File: config.mk
export PLATFORM = sky130hd
export DESIGN_NAME = fir_stream_mac_flat
export DESIGN_NICKNAME = d
export VERILOG_FILES = /design/src/rtl/fir_stream_mac_if.sv /design/src/rtl/fir_stream_mac.sv /design/src/flat_wrapper.sv
export SDC_FILE = /design/constraint.sdc
export NUM_CORES = 1
export LEC_CHECK = 0
export ABC_CLOCK_PERIOD_IN_PS = 11550
export BUFFER_PORTS_ARGS = -buffer_cell sky130_fd_sc_hd__buf_2
export CAP_MARGIN = 30
export CORE_ASPECT_RATIO = 2
export CORE_MARGIN = 4
export CORE_UTILIZATION = 50
export CTS_BUF_LIST = sky130_fd_sc_hd__clkbuf_16
export CTS_CLUSTER_SIZE = 16
export DETAILED_ROUTE_END_ITERATION = 8
export GPL_TIMING_DRIVEN = 0
export PLACE_DENSITY_LB_ADDON = 0.15
export SETUP_SLACK_MARGIN = 0.02
export SLEW_MARGIN = 20
export SYNTH_ARGS = -nofsm -noshare
export SYNTH_HDL_FRONTEND = slang
export SYNTH_SLANG_ARGS = --single-unit
File: constraint.sdc
create_clock -name clk -period 11.55 [get_ports clk]
set_input_delay 0.5775 -clock clk [delete_from_list [all_inputs] [get_ports clk]]
set_output_delay 0.5775 -clock clk [all_outputs]
set_load 0.05 [all_outputs]
File: src/rtl/fir_stream_mac_if.sv
// Valid/ready stream bundle for fir_stream_mac:
// sample input side (s_*) and result output side (m_*).
interface fir_stream_mac_if #(
  parameter int DATA_W = 8,
  parameter int OUT_W  = 8
);
  logic signed [DATA_W-1:0] s_tdata;
  logic                     s_tvalid;
  logic                     s_tready;
  logic signed [OUT_W-1:0]  m_tdata;
  logic                     m_tvalid;
  logic                     m_tready;

  modport master (
    output s_tdata,
    output s_tvalid,
    input  s_tready,
    input  m_tdata,
    input  m_tvalid,
    output m_tready
  );

  modport slave (
    input  s_tdata,
    input  s_tvalid,
    output s_tready,
    output m_tdata,
    output m_tvalid,
    input  m_tready
  );
endinterface

File: src/rtl/fir_stream_mac.sv
// Streaming FIR filter: one shared multiplier walks TAPS taps per
// sample, then holds the scaled result until downstream takes it.
module fir_stream_mac #(
  parameter int DATA_W   = 8,
  parameter int COEF_W   = 8,
  parameter int TAPS     = 8,
  parameter int OUT_W    = 8,
  parameter int SHIFT    = 6,
  parameter bit SATURATE = 1'b1
) (
  input  logic                      clk,
  input  logic                      rst_n,
  fir_stream_mac_if.slave           bus,
  input  logic                      coef_wr,
  input  logic [$clog2(TAPS)-1:0]   coef_addr,
  input  logic signed [COEF_W-1:0]  coef_data,
  output logic                      busy
);
  localparam int AW    = $clog2(TAPS);
  localparam int IW    = $clog2(TAPS + 1);
  localparam int PW    = DATA_W + COEF_W;
  localparam int ACC_W = PW + AW;
  localparam logic signed [ACC_W-1:0] OMAX =
    ACC_W'((1 << (OUT_W - 1)) - 1);
  localparam logic signed [ACC_W-1:0] OMIN = ~OMAX;
  localparam logic signed [COEF_W-1:0] C_ONE =
    COEF_W'(1 << SHIFT);

  typedef enum logic [1:0] {IDLE, MAC, HOLD} state_e;

  state_e                   state_q, state_d;
  logic signed [DATA_W-1:0] x_q [TAPS];
  logic signed [DATA_W-1:0] x_d [TAPS];
  logic signed [COEF_W-1:0] c_q [TAPS];
  logic signed [COEF_W-1:0] c_d [TAPS];
  logic signed [ACC_W-1:0]  acc_q, acc_d;
  logic [IW-1:0]            idx_q, idx_d;
  logic signed [OUT_W-1:0]  m_tdata_q, m_tdata_d;
  logic                     m_tvalid_q, m_tvalid_d;

  logic [AW-1:0]            tap;
  logic signed [PW-1:0]     prod;
  logic signed [ACC_W-1:0]  sh;
  logic signed [OUT_W-1:0]  scaled;
  logic                     last;

  assign tap  = idx_q[AW-1:0];
  assign prod = x_q[tap] * c_q[tap];
  // idx reaches TAPS one edge after the final MAC: that edge loads the output
  assign last = (idx_q == IW'(TAPS));
  assign sh   = acc_q >>> SHIFT;

  always_comb begin
    unique case (1'b1)
      SATURATE && (sh > OMAX): scaled = OMAX[OUT_W-1:0];
      SATURATE && (sh < OMIN): scaled = OMIN[OUT_W-1:0];
      default:                 scaled = sh[OUT_W-1:0];
    endcase
  end

  assign bus.s_tready = (state_q == IDLE);
  assign bus.m_tdata  = m_tdata_q;
  assign bus.m_tvalid = m_tvalid_q;
  assign busy         = (state_q != IDLE);

  always_ff @(posedge clk or negedge rst_n) begin
    if (!rst_n) state_q <= IDLE;
    else        state_q <= state_d;
  end

  always_comb begin
    state_d = state_q;
    unique case (state_q)
      IDLE:    if (bus.s_tvalid) state_d = MAC;
      MAC:     if (last) state_d = HOLD;
      HOLD:    if (bus.m_tready) state_d = IDLE;
      default: state_d = IDLE;
    endcase
  end

  always_comb begin
    x_d        = x_q;
    c_d        = c_q;
    acc_d      = acc_q;
    idx_d      = idx_q;
    m_tdata_d  = m_tdata_q;
    m_tvalid_d = m_tvalid_q;
    unique case (state_q)
      IDLE: begin
        if (coef_wr && (int'(coef_addr) < TAPS))
          c_d[coef_addr] = coef_data;
        if (bus.s_tvalid) begin
          for (int k = TAPS - 1; k > 0; k--)
            x_d[k] = x_q[k-1];
          x_d[0] = bus.s_tdata;
          acc_d  = '0;
          idx_d  = '0;
        end
      end
      MAC: begin
        if (last) begin
          m_tdata_d  = scaled;
          m_tvalid_d = 1'b1;
        end else begin
          acc_d = acc_q + ACC_W'(prod);
          idx_d = idx_q + 1'b1;
        end
      end
      HOLD: if (bus.m_tready) m_tvalid_d = 1'b0;
      default: ;
    endcase
  end

  always_ff @(posedge clk or negedge rst_n) begin
    if (!rst_n) begin
      for (int k = 0; k < TAPS; k++) begin
        x_q[k] <= '0;
        c_q[k] <= (k == 0) ? C_ONE : '0;
      end
      acc_q      <= '0;
      idx_q      <= '0;
      m_tdata_q  <= '0;
      m_tvalid_q <= 1'b0;
    end else begin
      x_q        <= x_d;
      c_q        <= c_d;
      acc_q      <= acc_d;
      idx_q      <= idx_d;
      m_tdata_q  <= m_tdata_d;
      m_tvalid_q <= m_tvalid_d;
    end
  end
endmodule

File: src/flat_wrapper.sv
// flat-port wrapper written by rule: the top's interface ports become plain ports
module fir_stream_mac_flat 
#(
  parameter int DATA_W   = 8,
  parameter int COEF_W   = 8,
  parameter int TAPS     = 8,
  parameter int OUT_W    = 8,
  parameter int SHIFT    = 6,
  parameter bit SATURATE = 1'b1
)
  (clk, rst_n, coef_wr, coef_addr, coef_data, busy, bus_s_tdata, bus_s_tvalid, bus_s_tready, bus_m_tdata, bus_m_tvalid, bus_m_tready);
  fir_stream_mac_if #(.DATA_W(DATA_W), .OUT_W(OUT_W)) bus_i ();
  input  logic clk;
  input  logic rst_n;
  input  logic coef_wr;
  input  logic [$clog2(TAPS)-1:0] coef_addr;
  input  logic signed [COEF_W-1:0] coef_data;
  output logic busy;
  input wire logic [$bits(bus_i.s_tdata)-1:0] bus_s_tdata;
  input wire logic [$bits(bus_i.s_tvalid)-1:0] bus_s_tvalid;
  output wire logic [$bits(bus_i.s_tready)-1:0] bus_s_tready;
  output wire logic [$bits(bus_i.m_tdata)-1:0] bus_m_tdata;
  output wire logic [$bits(bus_i.m_tvalid)-1:0] bus_m_tvalid;
  input wire logic [$bits(bus_i.m_tready)-1:0] bus_m_tready;
  assign bus_i.s_tdata = bus_s_tdata;
  assign bus_i.s_tvalid = bus_s_tvalid;
  assign bus_s_tready = bus_i.s_tready;
  assign bus_m_tdata = bus_i.m_tdata;
  assign bus_m_tvalid = bus_i.m_tvalid;
  assign bus_i.m_tready = bus_m_tready;
  fir_stream_mac #(.DATA_W(DATA_W), .COEF_W(COEF_W), .TAPS(TAPS), .OUT_W(OUT_W), .SHIFT(SHIFT), .SATURATE(SATURATE)) u_core (.clk(clk), .rst_n(rst_n), .bus(bus_i), .coef_wr(coef_wr), .coef_addr(coef_addr), .coef_data(coef_data), .busy(busy));
endmodule
==> results of run 1 <==
-- registers in the layout, summed over array words and instances (netlist names) --
signal and cells:
u_core.c_q 64, u_core.x_q 64, u_core.acc_q 19, u_core.bus.m_tdata 8, u_core.idx_q 4, u_core.state_q 2
u_core.bus.m_tvalid 1
-- synth_stat cells, types with 2 or more instances --
cell type | number | share of area
nor3_1 | 3 | 0.0014
a22o_1 | 10 | 0.0084
xor2_1 | 5 | 0.0042
mux4_1 | 8 | 0.020
nor2_1 | 52 | 0.019
o21ai_0 | 25 | 0.012
nand2b_1 | 12 | 0.0072
nand3_1 | 9 | 0.0043
and3_1 | 3 | 0.0018
dfrtp_1 | 161 | 0.38
nand3b_1 | 2 | 0.0014
buf_2 | 10 | 0.0048
buf_6 | 3 | 0.0032
o21a_1 | 4 | 0.0029
fa_1 | 84 | 0.16
nand2_1 | 31 | 0.011
or2_2 | 2 | 0.0012
inv_1 | 94 | 0.034
xnor2_1 | 12 | 0.010
a211oi_1 | 3 | 0.0022
mux2i_1 | 15 | 0.014
o21bai_1 | 3 | 0.0022
a21oi_1 | 20 | 0.0096
and2_1 | 2 | 0.0012
nor2b_1 | 12 | 0.0072
clkbuf_1 | 11 | 0.0039
or3_1 | 3 | 0.0018
ha_1 | 46 | 0.055
a21o_1 | 4 | 0.0029
mux4_2 | 24 | 0.052
mux2_2 | 133 | 0.14
-- critical path, cell delays in order, from the launching register on --
cell and delay [ps]:
dfrtp_1 350, buf_2 210, clkbuf_1 590, mux4_1 410
mux2i_1 720, nor2_1 170, fa_1 550, inv_1 50
fa_1 480, inv_1 60, fa_1 510, fa_1 590
fa_1 430, ha_1 380, a21o_1 240, a211oi_2 260
a21oi_1 160, o31a_1 270, or3_1 310, a32o_1 250
-- stage by stage --
| stage | hold WS (ps) | std cells |
|---|---|---|
| final | 77.4 | 1155 |
| after floorplan | 282 | 821 |
| after global routing | 110 | 1155 |
| after global placement | 475 | 1121 |
| after CTS | 89.3 | 1155 |
| after detailed placement | 473 | 1123 |
-- layout make-up --
type | instances | area [µm²] | area share
Multi-Input combinational cell | 539 | 5930 | 0.512
Sequential cell | 162 | 4060 | 0.350
Clock buffer | 17 | 425 | 0.0367
Inverter | 94 | 353 | 0.0305
Tap cell | 266 | 333 | 0.0287
Timing Repair Buffer | 36 | 219 | 0.0189
Buffer | 26 | 136 | 0.0118
Clock inverter | 15 | 131 | 0.0113
-- worst max-delay path by stage --
stage                       end  cells after the start
2_1_floorplan  u_core.acc_q[15]                     19
3_3_place_gp   u_core.acc_q[15]                     17
3_5_place_dp   u_core.acc_q[15]                     19
4_1_cts        u_core.acc_q[15]                     19
5_1_grt        u_core.acc_q[15]                     19
6_report       u_core.acc_q[15]                     19
-- cells by family (layout without fill, tap and decap cells) --
| kind of cell | count (synthesis) | after routing | synth area share |
|---|---|---|---|
| simple gates | 134 | 134 | 0.0593 |
| fa+ha+maj | 130 | 130 | 0.216 |
| compound gates | 78 | 78 | 0.0473 |
| flops | 162 | 162 | 0.387 |
| mux | 180 | 180 | 0.229 |
| buf+inv | 120 | 188 | 0.0467 |
| xor+xnor | 17 | 17 | 0.0142 |
-- layer usage --
layer  vias to the layer above  global-route usage
met4                         0              0.0842
met5                         -                   0
met1                      3382               0.241
li1                       2924                   -
met3                        44              0.0322
met2                        93               0.414
==> impl_metrics.ini, run 1 <==
[die]
fp.dieH_um = 213
die-area_um2 = 23400
io_pins = 35
coreArea_um2 = 20600
rows = 74
start_util = 0.509
dieWidth_um = 110

[logic_synthesis]
synth_cell_types = 46
synth_fp_nets = 975
syn_inst = 821
synthFlopType = dfrtp_1
synth-edff-count = 0
mappedNetlistArea_um2 = 10500
synthArstFlopShare = 1.00
yosys_register_bits = 162
syn_area_per_cell_um2 = 12.7
synth_warnings = 0
ys_seq_area_frac = 0.387

[detailed_routing]
post-route-drc-count = 0
met1_length_um = 8480
viasPerCell = 5.58
wl_um = 23200
wire_per_inst_um = 20.1
drt-initial-drc-count = 314
num_vias = 6443
wl_met3_um = 504
dr.max_layer_used = met4
first_pass_iters = 4
antenna_left = 0
dr_wl_met2_um = 13500

[placed_design]
pre_cts_slack_ps = 4400
gp_congestion = 0.849
io_buffers = 34
post_dp_cell_area_um2 = 11000
hpwlAfterDp_um = 18100

[critical_path]
r2r.worst_path.cells = 19
setup.worst_path.class = flop to flop
crit_fanout = 10
cp_data_arrival_time_ps = 7450
endpoint_kind = flop
crit_path_start = u_core.idx_q[1]
r2r-start = u_core.idx_q[1]
crit_path_start_kind = flop
r2r-end = u_core.acc_q[15]
cp.required_ps = 11870
r2r_slack_ps = 4420

[sta]
slew_headroom = 0.387
setup_tns_ps = 0
worst_slew_pin_slew_ps = 893
hold_viol = 0
fin_skew_ps = 13.8
post-route-min-period_ps = 7130
rsz0062_at_grt = no
max_freq_ghz = 0.140
fin_crit_sh = 0.617
worst_slack_ps = 4420
setup-violations-final = 0
slew_viol_final = 0

[clock_network]
clkLatencyLatePin_ps = 440
clock_sink_count = 162
clkTransAtPathRegs_ps = 70
clock_path_buffers = 2
cts-root-buf = clkbuf_16
cts-htree-levels = 4
cts_made_buffers = 17
post_cts_buffers = 0
cts_resized = 0
cts_tree = built
hold_buffers = 0

[finish]
nets = 1030
utilization = 0.563
syn_to_final_growth_pct = 10.6
num_antenna_cells = 0
layout.cells.most_common = dfrtp_1
fill_cells = 1757
postLayoutCellArea_um2 = 11600
drive_above_1_share = 0.273
final_cell_mix = dfrtp_1 (161), mux2_2 (133), inv_1 (95)

[min_path]
min-delay-path-class = primary input to async pin

[grt]
grt_remaining_overflow = 0
grt_pass1_vias = 7383
grt_use_total = 0.219
grt_pass1_wl_um = 38400
grt_max_degree = 101
antenna_found_initial = 0

[outcome]
status = finished clean

[flow_run]
max-cap-violations = 0
Power of run 1 is not shown: default switching activity piles up to over one toggle a cycle in this logic, so the estimate is an artifact.
==> run 2, diff against run 1 <==
- ABC_AREA: unset -> 1
- ABC_CLOCK_PERIOD_IN_PS: 11550 -> 7300
- clock period: 11.55 -> 7.3 ns (I/O delays scaled with it)
==> impl_metrics.ini, run 2 <==
[sta]
slew_viol_final = 0
worst_slew_pin_slew_ps = 786
fin_skew_ps = 15.7
worst_slack_ps = 817
max_freq_ghz = 0.154
fin_crit_sh = 0.888
setup_tns_ps = 0
post-route-min-period_ps = 6480
slew_headroom = 0.475
setup-violations-final = 0
hold_viol = 0
rsz0062_at_grt = no

[detailed_routing]
drt-initial-drc-count = 607
num_vias = 8814
antenna_left = 0
wl_um = 29100
first_pass_iters = 5
post-route-drc-count = 0
viasPerCell = 5.37
wire_per_inst_um = 17.8

[min_path]
min-delay-path-class = primary input to flop

[logic_synthesis]
synth_warnings = 0
syn_inst = 1303
mappedNetlistArea_um2 = 10700
synth.most_common_cell = nand2_1
synth_cell_types = 35
synth-edff-count = 0
synth_top_area_share = 0.376
syn_area_per_cell_um2 = 8.22
ys_seq_area_frac = 0.379
synthFlopType = dfrtp_1
synthArstFlopShare = 1.00
yosys_register_bits = 162
synth_commonest_cells = nand2_1 (302), o21ai_0 (198), inv_1 (195)
synth_largest_area_cell = dfrtp_1
synth_fp_nets = 1457
synthTopCellsByArea = dfrtp_1 (38%), fa_1 (16%), nand2_1 (11%), o21ai_0 (9.3%), inv_1 (6.8%)

[critical_path]
cp_data_arrival_time_ps = 6820
endpoint_kind = flop
crit_fanout = 12
cp.required_ps = 7640
crit_path_start_kind = flop
setup.worst_path.class = flop to flop

[placed_design]
pre_cts_slack_ps = 845
gp_congestion = 0.920
post_dp_cell_area_um2 = 11300
io_buffers = 34
hpwlAfterDp_um = 22400

[clock_network]
cts-root-buf = clkbuf_16
post_cts_buffers = 0
clock_sink_count = 162
clock_path_buffers = 2
cts_made_buffers = 17
clkTransAtPathRegs_ps = 70
cts_tree = built
clkLatencyLatePin_ps = 460
cts-htree-levels = 4
cts_resized = 0

[grt]
grt_remaining_overflow = 0
grt_use_total = 0.254
grt_pass1_wl_um = 47900
grt_max_degree = 86
antenna_found_initial = 0
grt_pass1_vias = 9192

[die]
io_pins = 35
dieWidth_um = 111
fp.dieH_um = 215
rows = 75
coreArea_um2 = 21000
die-area_um2 = 24000
start_util = 0.509

[finish]
syn_to_final_growth_pct = 10.6
final_cell_mix = nand2_1 (302), o21ai_0 (198), inv_1 (195)
drive_above_1_share = 0.0794
top_regs = u_core.c_q (64), u_core.x_q (64), u_core.acc_q (19)
layout.cells.most_common = nand2_1
num_antenna_cells = 0
nets = 1513
postLayoutCellArea_um2 = 11800

[flow_run]
max-cap-violations = 0

[outcome]
status = finished clean
[run 2: path summary, 6_finish.rpt]
| path | cells after the start | slack [ps] | from | to |
|---|---|---|---|---|
| setup / recovery | 24 | 820 | u_core.idx_q[0] | u_core.acc_q[14] |
| hold / removal | 3 | 110 | bus_s_tdata[0] | u_core.x_q[56] |
| setup reg to reg | 24 | 820 | u_core.idx_q[0] | u_core.acc_q[14] |
| hold reg to reg | 2 | 480 | u_core.c_q[54] | u_core.c_q[54] |
| max in group asynchronous | 3 | 5900 | rst_n | u_core.acc_q[17] |
| min in group asynchronous | 2 | 510 | rst_n | u_core.x_q[49] |
[run 2: logic make-up (layout without fill, tap and decap cells)]
family,count (synthesis),in the layout,share of synthesized area
buf+inv,251,320,0.0924
fa+ha+maj,130,130,0.211
simple gates,451,451,0.169
flops,162,162,0.379
xor+xnor,1,1,0.000818
compound gates,308,308,0.148
[run 2: through the flow]
stage	util	hold WS, ps	cells
floorplan	-	69.4	1303
global placement	0.534	461	1606
detailed placement	0.536	418	1608
CTS	0.563	91.6	1641
global route	0.563	118	1641
finish	0.563	106	1641
[run 2: layout make-up]
type | instances | area (µm²)
buffer | 51 | 239
clock buffer | 17 | 425
clock inverter | 15 | 134
fill | 2009 | 9180
inverter | 200 | 751
multi-input combinational | 890 | 5670
sequential | 162 | 4060
tap | 269 | 337
timing repair buffer | 37 | 229
[run 2: repair_timing]
| action | CTS | global route |
|---|---|---|
| hold endpoints to repair | 84 | 0 |
| endpoints found under the setup margin | 0 | 0 |
| hold buffers | 1 | 0 |
[run 2: critical path: stages (launching register included)]
cell and delay, ps:
dfrtp_1 440, inv_2 80, clkbuf_1 490, nor2_1 80, o21ai_0 180, inv_1 80, o21ai_2 290, inv_1 140
nor2_2 620, inv_1 140, fa_1 530, inv_1 50, fa_1 520, fa_1 450, fa_1 580, fa_1 430
ha_1 380, nand2_1 110, nand3_1 190, nand2_1 110, nand2_1 130, nand2_1 110, nand3b_1 70, nand3_1 90
nand2_1 50
[run 2: per-layer routing]
metal | part of all wire | routed length (µm) | vias up | global-route usage
met5 | 0 | 0 | - | 0
met4 | 0.056 | 1630 | 0 | 0.144
met3 | 0.033 | 967 | 88 | 0.0343
met2 | 0.56 | 16200 | 194 | 0.479
met1 | 0.35 | 10300 | 4294 | 0.265
li1 | - | - | 4238 | -
Power of run 2 is left out for the same reason.
==> run 3, diff against run 2 <==
- ABC_AREA: 1 -> unset
- BUFFER_PORTS_ARGS: -buffer_cell sky130_fd_sc_hd__buf_2 -> unset
- DONT_BUFFER_PORTS: unset -> 1
==> impl_metrics.ini, run 3 (synthesized netlist as in run 1, its figures left out) <==
[outcome]
status = finished clean

[die]
coreArea_um2 = 20600
rows = 74
fp.dieH_um = 213
die-area_um2 = 23400
dieWidth_um = 110
io_pins = 35
start_util = 0.509

[critical_path]
cp_common_cell = fa_1
setup.worst_path.class = flop to flop
cp_data_arrival_time_ps = 7300
cp.required_ps = 7620
endpoint_kind = flop
crit_path_start_kind = flop
cp_num_buf_inv = 4
critPathTopFamily = adder cells
cpPeakStageDelay_ps = 700
cp_slowest_cell = mux2i_1
crit_fanout = 10
path_cells = buf_2, clkbuf_1, mux4_1, mux2i_1, nor2_1, fa_1, inv_1, fa_1, inv_1, fa_1, fa_1, fa_1, ha_1, a21o_1, a211oi_2, a21oi_1, o31a_1, or3_1, a32o_1

[detailed_routing]
num_vias = 6329
first_pass_iters = 5
wire_per_inst_um = 21.2
post-route-drc-count = 0
viasPerCell = 5.64
antenna_left = 0
wl_um = 23800
drt-initial-drc-count = 277

[grt]
grt_max_degree = 163
grt_pass1_vias = 7249
antenna_found_initial = 0
grt_remaining_overflow = 0
grt_use_total = 0.223
grt_pass1_wl_um = 38800

[finish]
num_antenna_cells = 0
final_cell_mix = dfrtp_1 (161), mux2_2 (133), inv_1 (94)
layout.cells.most_common = dfrtp_1
postLayoutCellArea_um2 = 11400
syn_to_final_growth_pct = 9.37
utilization = 0.557
top_regs = u_core.c_q (64), u_core.x_q (64), u_core.acc_q (19)
fill_cells = 1757
nets = 998
drive_above_1_share = 0.250

[sta]
slew_viol_final = 0
post-route-min-period_ps = 6980
fin_skew_ps = 11.9
fin_crit_sh = 0.956
rsz0062_at_grt = no
worst_slack_ps = 323
slew_headroom = 0.321
setup-violations-final = 0
worst_slew_pin_slew_ps = 990
setup_tns_ps = 0
hold_viol = 0
max_freq_ghz = 0.143

[clock_network]
cts_made_buffers = 17
post_cts_buffers = 0
clock_sink_count = 162
clock_path_buffers = 2
clkLatencyLatePin_ps = 430
clkTransAtPathRegs_ps = 60
cts_tree = built
cts-htree-levels = 4
cts-root-buf = clkbuf_16

[min_path]
min-delay-path-class = primary input to flop

[placed_design]
hpwlAfterDp_um = 18200
gp_congestion = 0.853
io_buffers = 0
pre_cts_slack_ps = 170
post_dp_cell_area_um2 = 10800

[flow_run]
max-cap-violations = 0
==> run 3: cell count changes in the layout (fill, tap and decap cells not counted), moves of 19 or more <==
cell     delta
nand2_1   -271
o21ai_0   -173
mux2_2    +133
inv_1     -101
a21oi_1    -53
nor2_1     -46
buf_2      -39
mux4_2     +24
nand3_1    -19
==> run 3: path summary, 6_finish.rpt <==
check                      slack [ps]                to  cells after the start            start
min                                80    u_core.x_q[62]                      1   bus_s_tdata[6]
max reg2reg                       320  u_core.acc_q[15]                     19  u_core.idx_q[1]
min in group asynchronous         570    u_core.c_q[38]                      2            rst_n
max                               320  u_core.acc_q[15]                     19  u_core.idx_q[1]
min reg2reg                       480   u_core.acc_q[0]                      2  u_core.acc_q[0]
max in group asynchronous        6020  u_core.acc_q[15]                      2            rst_n
==> run 3: repair_timing <==
action	CTS	global route
hold buffers	3	0
setup endpoints to repair	0	2
hold endpoints to repair	163	0
resized for setup	0	7
==> run 3: routing by layer <==
layer  global-route usage  part of all wire  vias up
met4                0.122             0.056        0
met5                    0                 0        -
li1                     -                 -     2854
met1                0.242              0.36     3309
met2                0.401              0.56      109
met3               0.0413             0.024       57
==> run 3: layout make-up <==
type                    instances  area [µm²]  share of cell area
inverters                      94         353              0.0308
clock buffers                  17         425              0.0372
well taps                     266         333              0.0291
repair buffers                  4        62.6             0.00547
clock inverters                14         130              0.0114
multi-input cells             539        5950               0.520
flip-flops and latches        162        4060               0.354
plain buffers                  26         138              0.0120
==> run 3: per-stage QoR <==
step	hold slack (ps)	instances
2_1_floorplan	69.4	821
3_3_place_gp	85.5	1087
3_5_place_dp	85.5	1088
4_1_cts	58.1	1122
5_1_grt	58.0	1122
6_report	78.3	1122
Power of run 3 is left out for the same reason.
